### src/rtl/timer_counter.sv
// timer_counter: memory-mapped 32-bit down-counting timer with one interrupt line.
// Register map (byte offsets from BASE_ADDR):
//   +0 CTRL   rw  [0]EN [2:1]MODE [3]IM (+ [6:4]PSC with TC_PRESCALE_EN)
//   +4 PRESET rw  reload value
//   +8 COUNT  ro  current count
// Optional feature macro: TC_PRESCALE_EN (adds the CTRL[6:4] count prescaler).
// Bus protocol: a write is accepted at the rising clk edge of any cycle in which
// we=1 and addr selects a writable register. There is no back-pressure and no
// wait state. Reads are combinational on addr.
module timer_counter #(
  parameter logic [31:0] BASE_ADDR = 32'h0000_7F00
) (
  input  logic        clk,
  input  logic        reset,
  input  logic [31:0] addr,
  input  logic        we,
  input  logic [31:0] din,
  output logic [31:0] dout,
  output logic        irq
);

  typedef enum logic [1:0] {
    S_IDLE = 2'd0,
    S_LOAD = 2'd1,
    S_CNT  = 2'd2,
    S_INT  = 2'd3
  } state_e;

`ifdef TC_PRESCALE_EN
  localparam logic [31:0] CTRL_MASK = 32'h0000_007F;
`else
  localparam logic [31:0] CTRL_MASK = 32'h0000_000F;
`endif

  state_e      state_q, state_d;
  logic [31:0] ctrl_q, ctrl_d;
  logic [31:0] preset_q, preset_d;
  logic [31:0] count_q, count_d;
  logic        irq_flag_q, irq_flag_d;

  logic        hit;
  logic        wr_ctrl;
  logic        wr_preset;
  logic [31:0] ctrl_eff;
  logic        en_eff;
  logic        auto_reload;
  logic        tick;

  // Address decode: only the three aligned register slots respond.
  assign hit = (addr[31:4] == BASE_ADDR[31:4]) &&
               ((addr[3:0] == 4'h0) || (addr[3:0] == 4'h4) || (addr[3:0] == 4'h8));
  assign wr_ctrl   = we && hit && (addr[3:0] == 4'h0);
  assign wr_preset = we && hit && (addr[3:0] == 4'h4);

  // The FSM looks at the control word as it will be after this edge, so a CPU
  // write to CTRL takes effect on the counter at the same edge it lands.
  assign ctrl_eff    = wr_ctrl ? (din & CTRL_MASK) : ctrl_q;
  assign en_eff      = ctrl_eff[0];
  assign auto_reload = (ctrl_eff[2:1] == 2'b01);  // MODE 2/3 reserved, act as one-shot

`ifdef TC_PRESCALE_EN
  logic [7:0] psc_cnt_q, psc_cnt_d;
  logic [7:0] psc_limit;

  assign psc_limit = (8'd1 << ctrl_q[6:4]) - 8'd1;
  assign tick      = (psc_cnt_q == psc_limit);

  // Prescale counter register.
  always_ff @(posedge clk or negedge reset) begin
    if (!reset) psc_cnt_q <= '0;
    else        psc_cnt_q <= psc_cnt_d;
  end

  // Prescaler advances only while counting; it restarts on every tick and outside CNT.
  always_comb begin
    psc_cnt_d = '0;
    if ((state_q == S_CNT) && en_eff && !tick) psc_cnt_d = psc_cnt_q + 8'd1;
  end
`else
  assign tick = 1'b1;
`endif

  // FSM state register.
  always_ff @(posedge clk or negedge reset) begin
    if (!reset) state_q <= S_IDLE;
    else        state_q <= state_d;
  end

  // FSM next-state logic.
  always_comb begin
    state_d = state_q;
    case (state_q)
      S_IDLE: if (en_eff) state_d = S_LOAD;
      S_LOAD: state_d = en_eff ? S_CNT : S_IDLE;
      S_CNT: begin
        if (!en_eff)                            state_d = S_IDLE;
        else if (tick && (count_q <= 32'd1))    state_d = S_INT;
      end
      S_INT: begin
        if (en_eff && auto_reload) state_d = S_LOAD;
        else                       state_d = S_IDLE;
      end
      default: state_d = S_IDLE;
    endcase
  end

  // FSM output logic: register updates driven by state and bus writes.
  always_comb begin
    ctrl_d     = ctrl_eff;
    preset_d   = wr_preset ? din : preset_q;
    count_d    = count_q;
    irq_flag_d = irq_flag_q;
    case (state_q)
      S_LOAD: if (en_eff) count_d = preset_q;
      S_CNT: begin
        if (en_eff && tick) begin
          if (count_q > 32'd1) begin
            count_d = count_q - 32'd1;
          end else begin
            count_d    = '0;
            irq_flag_d = 1'b1;
          end
        end
      end
      S_INT: begin
        // One-shot disarms itself unless the CPU is writing CTRL this edge.
        if (auto_reload)   irq_flag_d = 1'b0;
        else if (!wr_ctrl) ctrl_d[0]  = 1'b0;
      end
      default: ;
    endcase
    // Any CTRL write acknowledges the interrupt, overriding a same-edge set.
    if (wr_ctrl) irq_flag_d = 1'b0;
  end

  // Datapath registers.
  always_ff @(posedge clk or negedge reset) begin
    if (!reset) begin
      ctrl_q     <= '0;
      preset_q   <= '0;
      count_q    <= '0;
      irq_flag_q <= 1'b0;
    end else begin
      ctrl_q     <= ctrl_d;
      preset_q   <= preset_d;
      count_q    <= count_d;
      irq_flag_q <= irq_flag_d;
    end
  end

  // Read mux: unmapped or misaligned addresses return zero.
  always_comb begin
    dout = '0;
    if (hit) begin
      case (addr[3:0])
        4'h0:    dout = ctrl_q;
        4'h4:    dout = preset_q;
        4'h8:    dout = count_q;
        default: dout = '0;
      endcase
    end
  end

  assign irq = irq_flag_q & ctrl_q[3];

endmodule
### config.mk
export PLATFORM = sky130hd
export DESIGN_NAME = timer_counter
export DESIGN_NICKNAME = d
export VERILOG_FILES = /design/src/rtl/timer_counter.sv
export SDC_FILE = /design/constraint.sdc
export NUM_CORES = 1
export LEC_CHECK = 0
export BUFFER_PORTS_ARGS = -buffer_cell sky130_fd_sc_hd__buf_2
export CORE_ASPECT_RATIO = 0.8
export CORE_MARGIN = 2
export CORE_UTILIZATION = 45
export DETAILED_ROUTE_END_ITERATION = 16
export PLACE_DENSITY = 0.72
export SLEW_MARGIN = 30
export SYNTH_ARGS = -nofsm -noshare
export SYNTH_HDL_FRONTEND = slang
export SYNTH_SLANG_ARGS = --single-unit
export TNS_END_PERCENT = 1
### constraint.sdc
create_clock -name clk -period 2.55 [get_ports clk]
set_clock_uncertainty 0.15 [all_clocks]
set_input_delay 0.51 -clock clk [delete_from_list [all_inputs] [get_ports clk]]
set_output_delay 0.51 -clock clk [all_outputs]
set_load 0.01 [all_outputs]
* Word-level counts from Yosys, hierarchy flattened
Cells that the tools add are included.
** Storage, ports and cells
- Input port bits :: 67
- Output and inout bits :: 33
- Register bits :: 71
** Operators by class
- Mux-type cells :: 21
- Equality and inequality tests :: 14
- Order comparisons :: 2
- Reduce and logical (&&, ||, !) cells :: 14
- Bitwise gates (word level) :: 1
- Add/subtract/negate cells :: 1
** Operators with widths (count)
- 2-to-1 mux 32 bit :: 4
- case mux 32 bit (3 select lines) :: 1
- case mux 32 bit (2 select lines) :: 1
- > comparator 32 x 1 -> 1 bit, second input constant :: 1
- <= comparator 32 x 1 -> 1 bit, second input constant :: 1
- subtractor 32 x 1 -> 32 bit, second input constant :: 1
- equality test 28 x 11 -> 1 bit, second input constant :: 1
- != test 3 bit, second input constant :: 4
- 2-to-1 mux 1 bit :: 8
- 2-to-1 mux 2 bit :: 4
- case mux 2 bit (4 select lines) :: 1
- != test 2 bit, second input constant :: 3
- logical AND 1 bit :: 5
- equality test 2 x 1 -> 1 bit, second input constant :: 2
- equality test 2 bit, second input constant :: 2
- equality test 4 x 3 -> 1 bit, second input constant :: 1
- equality test 4 bit, second input constant :: 1
- logical NOT 4 bit :: 1
- AND reduction 4 bit :: 1
- 2-to-1 mux 3 bit :: 1
- AND reduction 3 bit :: 1
- nonzero test 3 bit :: 1
- logical NOT 2 bit :: 1
- logical OR 1 bit :: 2
- 4 further kinds :: 4

* Logic depth before layout (Yosys ltp)
Gate-level depths: netlist of run 1.
- Word-level depth :: 11
- Gate-level depth with buffers :: 10

* Worst setup path before layout of run 1
Ideal clock, no wire load.
- Path type :: input -> output
- Start :: in addr[2]
- End :: out dout[11]
- Path slack :: -0.018 ns
- Data arrival time :: 1.908 ns
- Stages on the path :: 6
- Cell sequence :: buf_2 > nor2b_1 > nor3b_2 > clkbuf_1 > a22oi_1 > nor2_1
** On the way
- Cells in the longest elaborated chain, start to end :: 5
- Elaborated cells on any way between the ends :: 8
- Classes of those cells :: eq/ne: 2; mux: 2; reduce/logical: 4
** Ends and longest elaborated chain
- start: declaration :: RTL line 15 : input logic [31:0] addr,
- equality test 4 x 3 -> 1 bit or logical NOT 4 bit (tied branches) :: RTL line 51, 155
- logical OR 1 bit (2 in a row) :: RTL line 51 : ((addr[3:0] == 4'h0) || (addr[3:0] == 4'h4) || (addr[3:0] == 4'h8));
- logical AND 1 bit :: RTL line 50 : assign hit = (addr[31:4] == BASE_ADDR[31:4]) &&
- 2-to-1 mux 32 bit * :: RTL line 154 : if (hit) begin
- end: declaration :: RTL line 18 : output logic [31:0] dout,
Mark *: on every way between the ends. The rest lies on a longest branch, timed or not.

* Final worst setup path of run 1
- Start :: in addr[25]
- End :: out dout[18]
** On the way
- Cells in the longest elaborated chain, start to end :: 3
** Ends and longest elaborated chain (RTL line)
- equality test 28 x 11 -> 1 bit :: 50
- logical AND 1 bit :: 50
- 2-to-1 mux 32 bit :: 154
Every way passes these cells.

==> impl_metrics.yaml, run 1 <==
final_layout:
  final_nets: 646
  synthToLayoutAreaGrowth_pct: 29.9
  drive_gt1_share_pct: 36.1
  n_antenna_cell: 0
  layout.cells.non_filler: 697
setup_path:
  critPathTopFamily: "simple AND/OR/NAND/NOR gates"
  crit_slowest_cell: "or2_4"
  critical_path_arrival_ps: 1820
  slowest_delay_ps: 310
  cp_data_required_time_ps: 1890
  critical_path_class: "input port to output port"
  cp_num_buf_inv: 3
  cp_cell_sequence: "buf_2 -> nor4_1 -> nand4_1 -> or2_4 -> buf_12 -> nor2_1 -> buf_2"
  worstPathMaxFanout: 18
  worstSetupEndpointType: "output port"
  cp-start-kind: "input port"
  cpMostUsedCell: "buf_2"
grt:
  antenna_found_initial: 0
  grt_pass1_wl_um: 20300
  grt_max_degree: 45
  track_usage_pct: 24.5
  gr-total-overflow: 0
  grt_pass1_vias: 4063
power:
  pwr_density_cell_nw_per_um2: 474
  p_clk_share_pct: 52.5
  p_switching_uw: 525
  ir_worst_vdd_uv: 379
  p_leak_uw: 0.00249
  p_seq_share_pct: 43.1
  sw_frac_of_total_pct: 20.1
  comb_power_share_pct: 4.4
  power_uw: 2620
  p_int_uw: 2090
synthesis:
  synth.cell_area_sq_um: 4250
  synth_flop_cell: "dfrtp_1"
  postSynth.asyncResetShare_pct: 100
  synth.distinct_cells: 56
  synth_edf_count: 0
  ys_warn_count: 0
  seq_area_frac_synth_pct: 41.8
  syn_avg_cell_area_sq_um: 9.32
  synthCells: 456
  ys_ff_latch: 71
  synth_nets: 525
sta:
  max_freq_mhz: 404
  worst_pin_slew_ps: 690
  final-setup-viol-count: 0
  hold_viol_final: 0
  rsz0062_at_grt: "yes"
  hold_ws_ps: 68.3
  relSlewSlack_pct: 54.0
  min_period_ps: 2480
  fin_crit_sh_pct: 97.1
  drv_slew: 0
routing:
  wl_um: 12100
  firstDrtPassIters: 4
  route.detailed.drc: 0
  viasPerCell: 5.90
  wl_per_cell_um: 17.4
  drtIter0Drc: 231
  drtAntennaViolNets: 0
  dr_total_vias: 4114
cts:
  tritoncts: "built"
  path_clk_slew_ps: 50
  clockBufferDepth: 2
  cts_made_buffers: 9
  cts.sinks: 71
  cts_hold_buf: 0
  root_buffer: "clkbuf_16"
  htree_num_levels: 3
  clkLatencyLatePin_ps: 340
floorplanning:
  coreArea_sq_um: 9110
  ioPinCount: 100
  die_w_um: 113
  start_util_pct: 46.6
  num_rows: 31
  die_h_um: 90.9
  die-area_sq_um: 10200
place:
  placed_cells: 680
  port_buffers: 99
  dp_hpwl_um: 8530
  routabilityCongestion: 0.888
status:
  status: "finished clean"
min_path:
  hold_class: "input port to asynchronous set/reset pin"
flow_run:
  max_cap_viol_count: 0
-- flip-flops by register name (all words and copies together) (netlist names) --
| signal | flops |
|---|---|
| ctrl_q | 4 |
| preset_q | 32 |
| count_q | 32 |
| irq_flag_q | 1 |
| state_q | 2 |
-- placed cells by master (no fill, tap or decap), types with 7 or more instances in the layout --
cell / n
buf_2: 99
dfrtp_1: 71
nor2_1: 59
buf_4: 38
nand2_1: 33
a22oi_1: 33
mux2_2: 32
o21ai_1: 30
a22o_1: 21
nor3_1: 16
o21ai_0: 10
o31ai_1: 9
o2bb2ai_1: 9
clkbuf_16: 9
a21oi_1: 8
buf_12: 7
-- final cells by class --
class / instances / area, sq um
Tap cell: 115 / 144
Multi-Input combinational cell: 345 / 2320
Inverter: 5 / 18.8
Clock buffer: 13 / 260
Sequential cell: 71 / 1780
Timing Repair Buffer: 145 / 932
Fill cell: 800 / 3590
Clock inverter: 3 / 65.1
-- per-stage QoR --
stage / setup WS (ps) / area, sq um / setup TNS [ps] / util, %
after floorplan: 30.5 / 4260 / 0 / -
after global placement: 7.11 / 5150 / 0 / 56.5
after detailed placement: -42.8 / 5150 / -1070 / 56.5
after CTS: 15.1 / 5470 / 0 / 60.1
after global routing: -23.6 / 5520 / -42.4 / 60.6
final: 74.7 / 5520 / 0 / 60.6
-- cells by family after synthesis --
group           share of synthesized area [%]
flops                                    41.8
compound gates                           22.6
fa+ha+maj                               0.589
mux                                      9.95
buf+inv                                  4.62
xor+xnor                                0.206
simple gates                             20.2
-- synth_stat cells, types with 5 or more instances --
master / n / area share [%]
dfrtp_1: 71 / 42
nor2_1: 59 / 5.2
a22oi_1: 33 / 5.8
nand2_1: 33 / 2.9
mux2_2: 32 / 8.5
o21ai_1: 30 / 3.5
a22o_1: 21 / 4.3
clkbuf_1: 17 / 1.5
nor3_1: 16 / 1.9
buf_2: 13 / 1.5
o21ai_0: 11 / 1.3
o2bb2ai_1: 9 / 1.9
o31ai_1: 9 / 1.6
a21oi_1: 8 / 0.94
nor4_1: 8 / 1.2
nand3_1: 5 / 0.59
o41ai_1: 5 / 1.0
or3_1: 5 / 0.74
-- worst paths after layout --
kind	cells past startpoint	slack (ps)	endpoint	startpoint
min in group clk	2	240	preset_q[10]$_DFFE_PN0P_	din[10]
hold / removal	1	70	ctrl_q[0]$_DFF_PN0_	reset
setup reg to reg	9	90	count_q[30]$_DFFE_PN0P_	count_q[0]$_DFFE_PN0P_
setup / recovery	7	70	dout[18]	addr[25]
hold reg to reg	1	360	count_q[29]$_DFFE_PN0P_	count_q[29]$_DFFE_PN0P_
max in group asynchronous	2	1490	count_q[11]$_DFFE_PN0P_	reset
-- layer usage --
layer  global-route usage, %  wire length, um
met1                    33.9             5560
met2                    39.3             5710
met3                    5.37              710
met4                    6.30              115
met5                       0                0
-- power groups by stage --
stage          sequential, uW  combinational, uW  clock [uW]
2_1_floorplan            1150               21.5           0
3_3_place_gp             1150                109           0
5_1_grt                  1130                129        1440
6_report                 1130                116        1370
4_1_cts                  1130                114        1400
3_5_place_dp             1150                114           0
-- repair_timing --
action                                  in CTS  in global routing
setup buffers                                0                  1
endpoints found under the setup margin      35                 39
resized for setup                            2                  8
pin swaps                                    0                  2
No activity file was read; power rests on OpenSTA's default activity.
==> inputs of run 2 (changes only) <==
--- a/config.mk
+++ b/config.mk
@@ -5,12 +5,12 @@
 export SDC_FILE = /design/constraint.sdc
 export NUM_CORES = 1
 export LEC_CHECK = 0
-export BUFFER_PORTS_ARGS = -buffer_cell sky130_fd_sc_hd__buf_2
 export CORE_ASPECT_RATIO = 0.8
 export CORE_MARGIN = 2
 export CORE_UTILIZATION = 45
 export DETAILED_ROUTE_END_ITERATION = 16
-export PLACE_DENSITY = 0.72
+export DONT_BUFFER_PORTS = 1
+export PLACE_DENSITY = 0.63
 export SLEW_MARGIN = 30
 export SYNTH_ARGS = -nofsm -noshare
 export SYNTH_HDL_FRONTEND = slang
==> constraint.sdc (replaced) <==
create_clock -name clk -period 2.55 [get_ports clk]
set_clock_uncertainty 0.15 [all_clocks]
set_input_delay 0.3825 -clock clk [delete_from_list [all_inputs] [get_ports clk]]
set_output_delay 0.3825 -clock clk [all_outputs]
set_load 0.01 [all_outputs]
==> run 2 against run 1 <==
Die area stayed put. Routed wire length down 4.6%. Worst hold slack worse by 49 ps. Combinational power decreased by 53%. Total power down 7.4%. Largest cell class unchanged.
==> impl_metrics.yaml, run 2 (same netlist as run 1, synthesis figures left out) <==
status:
  status: "finished clean"
sta:
  drv_slew: 0
  hold_viol_final: 0
  rsz0062_at_grt: "yes"
  final-setup-viol-count: 0
  relSlewSlack_pct: 68.8
  fin_crit_sh_pct: 96.8
  setup_tns_ps: 0
  max_freq_mhz: 405
  worst_pin_slew_ps: 464
  min_period_ps: 2470
routing:
  drtIter0Drc: 262
  wl_um: 11500
  drtAntennaViolNets: 0
  wl_per_cell_um: 18.3
  dr_total_vias: 3802
  viasPerCell: 6.04
  firstDrtPassIters: 5
  route.detailed.drc: 0
flow_run:
  max_cap_viol_count: 0
floorplanning:
  die_w_um: 113
  start_util_pct: 46.6
  die-area_sq_um: 10200
  die_h_um: 90.9
  ioPinCount: 100
  num_rows: 31
  coreArea_sq_um: 9110
power:
  pwr_density_cell_nw_per_um2: 464
  p_leak_uw: 0.00218
  ir_worst_vdd_uv: 392
grt:
  gr-total-overflow: 0
  grt_max_degree: 72
  track_usage_pct: 23.3
  grt_pass1_vias: 3777
  grt_pass1_wl_um: 19200
  antenna_found_initial: 0
cts:
  tritoncts: "built"
  root_buffer: "clkbuf_16"
  clkLatencyLatePin_ps: 340
  path_clk_slew_ps: 60
  clockBufferDepth: 2
  cts.sinks: 71
  htree_num_levels: 3
  cts_made_buffers: 9
final_layout:
  drive_gt1_share_pct: 27.6
  num-fill-cells: 826
  n_antenna_cell: 0
  final_cell_mix: "70 x dfrtp_1, 70 x buf_4, 59 x nor2_1, 33 x nand2_1, 33 x a22oi_1"
  multi_input_area_sq_um: 2340
  final_nets: 578
  ff_latch_area_sq_um: 1780
  reg.largest.list: "count_q x32, preset_q x32, ctrl_q x4"
  final_util_pct: 57.2
  synthToLayoutAreaGrowth_pct: 22.8
setup_path:
  critical_path_arrival_ps: 2540
  worstSetupEndpointType: "flip-flop"
  cp-start-kind: "flip-flop"
  cp_data_required_time_ps: 2630
  cp_num_buf_inv: 2
  cp_cell_sequence: "or4_1 -> buf_4 -> nor2_1 -> buf_4 -> nand4_1 -> nor2_1 -> o21ai_1 -> a22o_1"
  rrSetupSlack_ps: 80
  critPathTopFamily: "simple AND/OR/NAND/NOR gates"
  slowest_delay_ps: 520
  reg2regPathDepth: 8
  r2r-start: "count_q[13]$_DFFE_PN0P_"
  worstPathMaxFanout: 5
  rr_endpoint: "count_q[26]$_DFFE_PN0P_"
  crit_slowest_cell: "or4_1"
  critical_path_class: "flip-flop to flip-flop"
min_path:
  min_path_cells: 2
  worst_hold_path.endpoint: "ctrl_q[2]$_DFF_PN0_"
  hold_class: "input port to flip-flop"
  min_from: "din[2]"
place:
  port_buffers: 0
  dp_hpwl_um: 8040
  routabilityCongestion: 0.874
## run 2: changes by cell type in the layout (fill, tap and decap cells not counted), moves of 2 or more
cell	previous run	this run
buf_2	99	0
buf_4	38	70
buf_12	7	3
clkinv_2	1	3
## run 2: what timing repair did
| action | CTS | global route |
|---|---|---|
| endpoints found under the setup margin | 0 | 30 |
| setup buffers | 0 | 3 |
| endpoints found under the hold margin | 71 | 0 |
| hold buffers | 2 | 0 |
| gates resized for setup | 0 | 14 |
## run 2: worst max path at each step
| stage | from | endpoint | cells after the start |
|---|---|---|---|
| 2_1_floorplan | addr[2] | preset_q[11]$_DFFE_PN0P_ | 8 |
| 3_3_place_gp | count_q[0]$_DFFE_PN0P_ | count_q[28]$_DFFE_PN0P_ | 8 |
| 3_5_place_dp | count_q[0]$_DFFE_PN0P_ | count_q[30]$_DFFE_PN0P_ | 8 |
| 4_1_cts | count_q[0]$_DFFE_PN0P_ | count_q[30]$_DFFE_PN0P_ | 8 |
| 5_1_grt | count_q[0]$_DFFE_PN0P_ | count_q[13]$_DFFE_PN0P_ | 10 |
| 6_report | count_q[13]$_DFFE_PN0P_ | count_q[26]$_DFFE_PN0P_ | 8 |
## run 2: report_power, final
group          switching (uW)  internal, uW
registers          0.00000103          1130
clock network             460           778
logic                    36.2          18.2
## run 2: per-layer routing
layer | vias to the layer above | global-route usage, % | part of all wire [%]
met5 | - | 0 | 0
met3 | 11 | 5.30 | 6.8
met2 | 121 | 34.5 | 45
met4 | 0 | 6.91 | 1.1
li1 | 1820 | - | -
met1 | 1850 | 34.0 | 47
## run 2: area by class of cell
| type | instances | share of cell area (%) |
|---|---|---|
| tap | 115 | 2.76 |
| sequential | 71 | 34.1 |
| multi-input combinational | 345 | 44.8 |
| timing repair buffer | 77 | 12.4 |
| inverter | 5 | 0.360 |
| clock inverter | 4 | 0.863 |
| clock buffer | 12 | 4.72 |
## run 2: through the flow
step	power, uW	instances	hold WS, ps	setup WS [ps]	area, sq um
finish	2420	629	19.2	81.6	5220
global route	2500	629	16.0	-6.45	5220
CTS	2440	626	12.9	15.5	5130
detailed placement	1170	608	-60.7	43.3	4800
global placement	1170	608	-60.8	103	4800
floorplan	1170	456	-63.1	195	4250
## run 2: worst register-to-register path: cells and delay by family (launching register included)
family / cells / cell delay [ps]
flops: 1 / 420
simple gates: 4 / 1110
compound gates: 2 / 330
buf+inv: 2 / 360
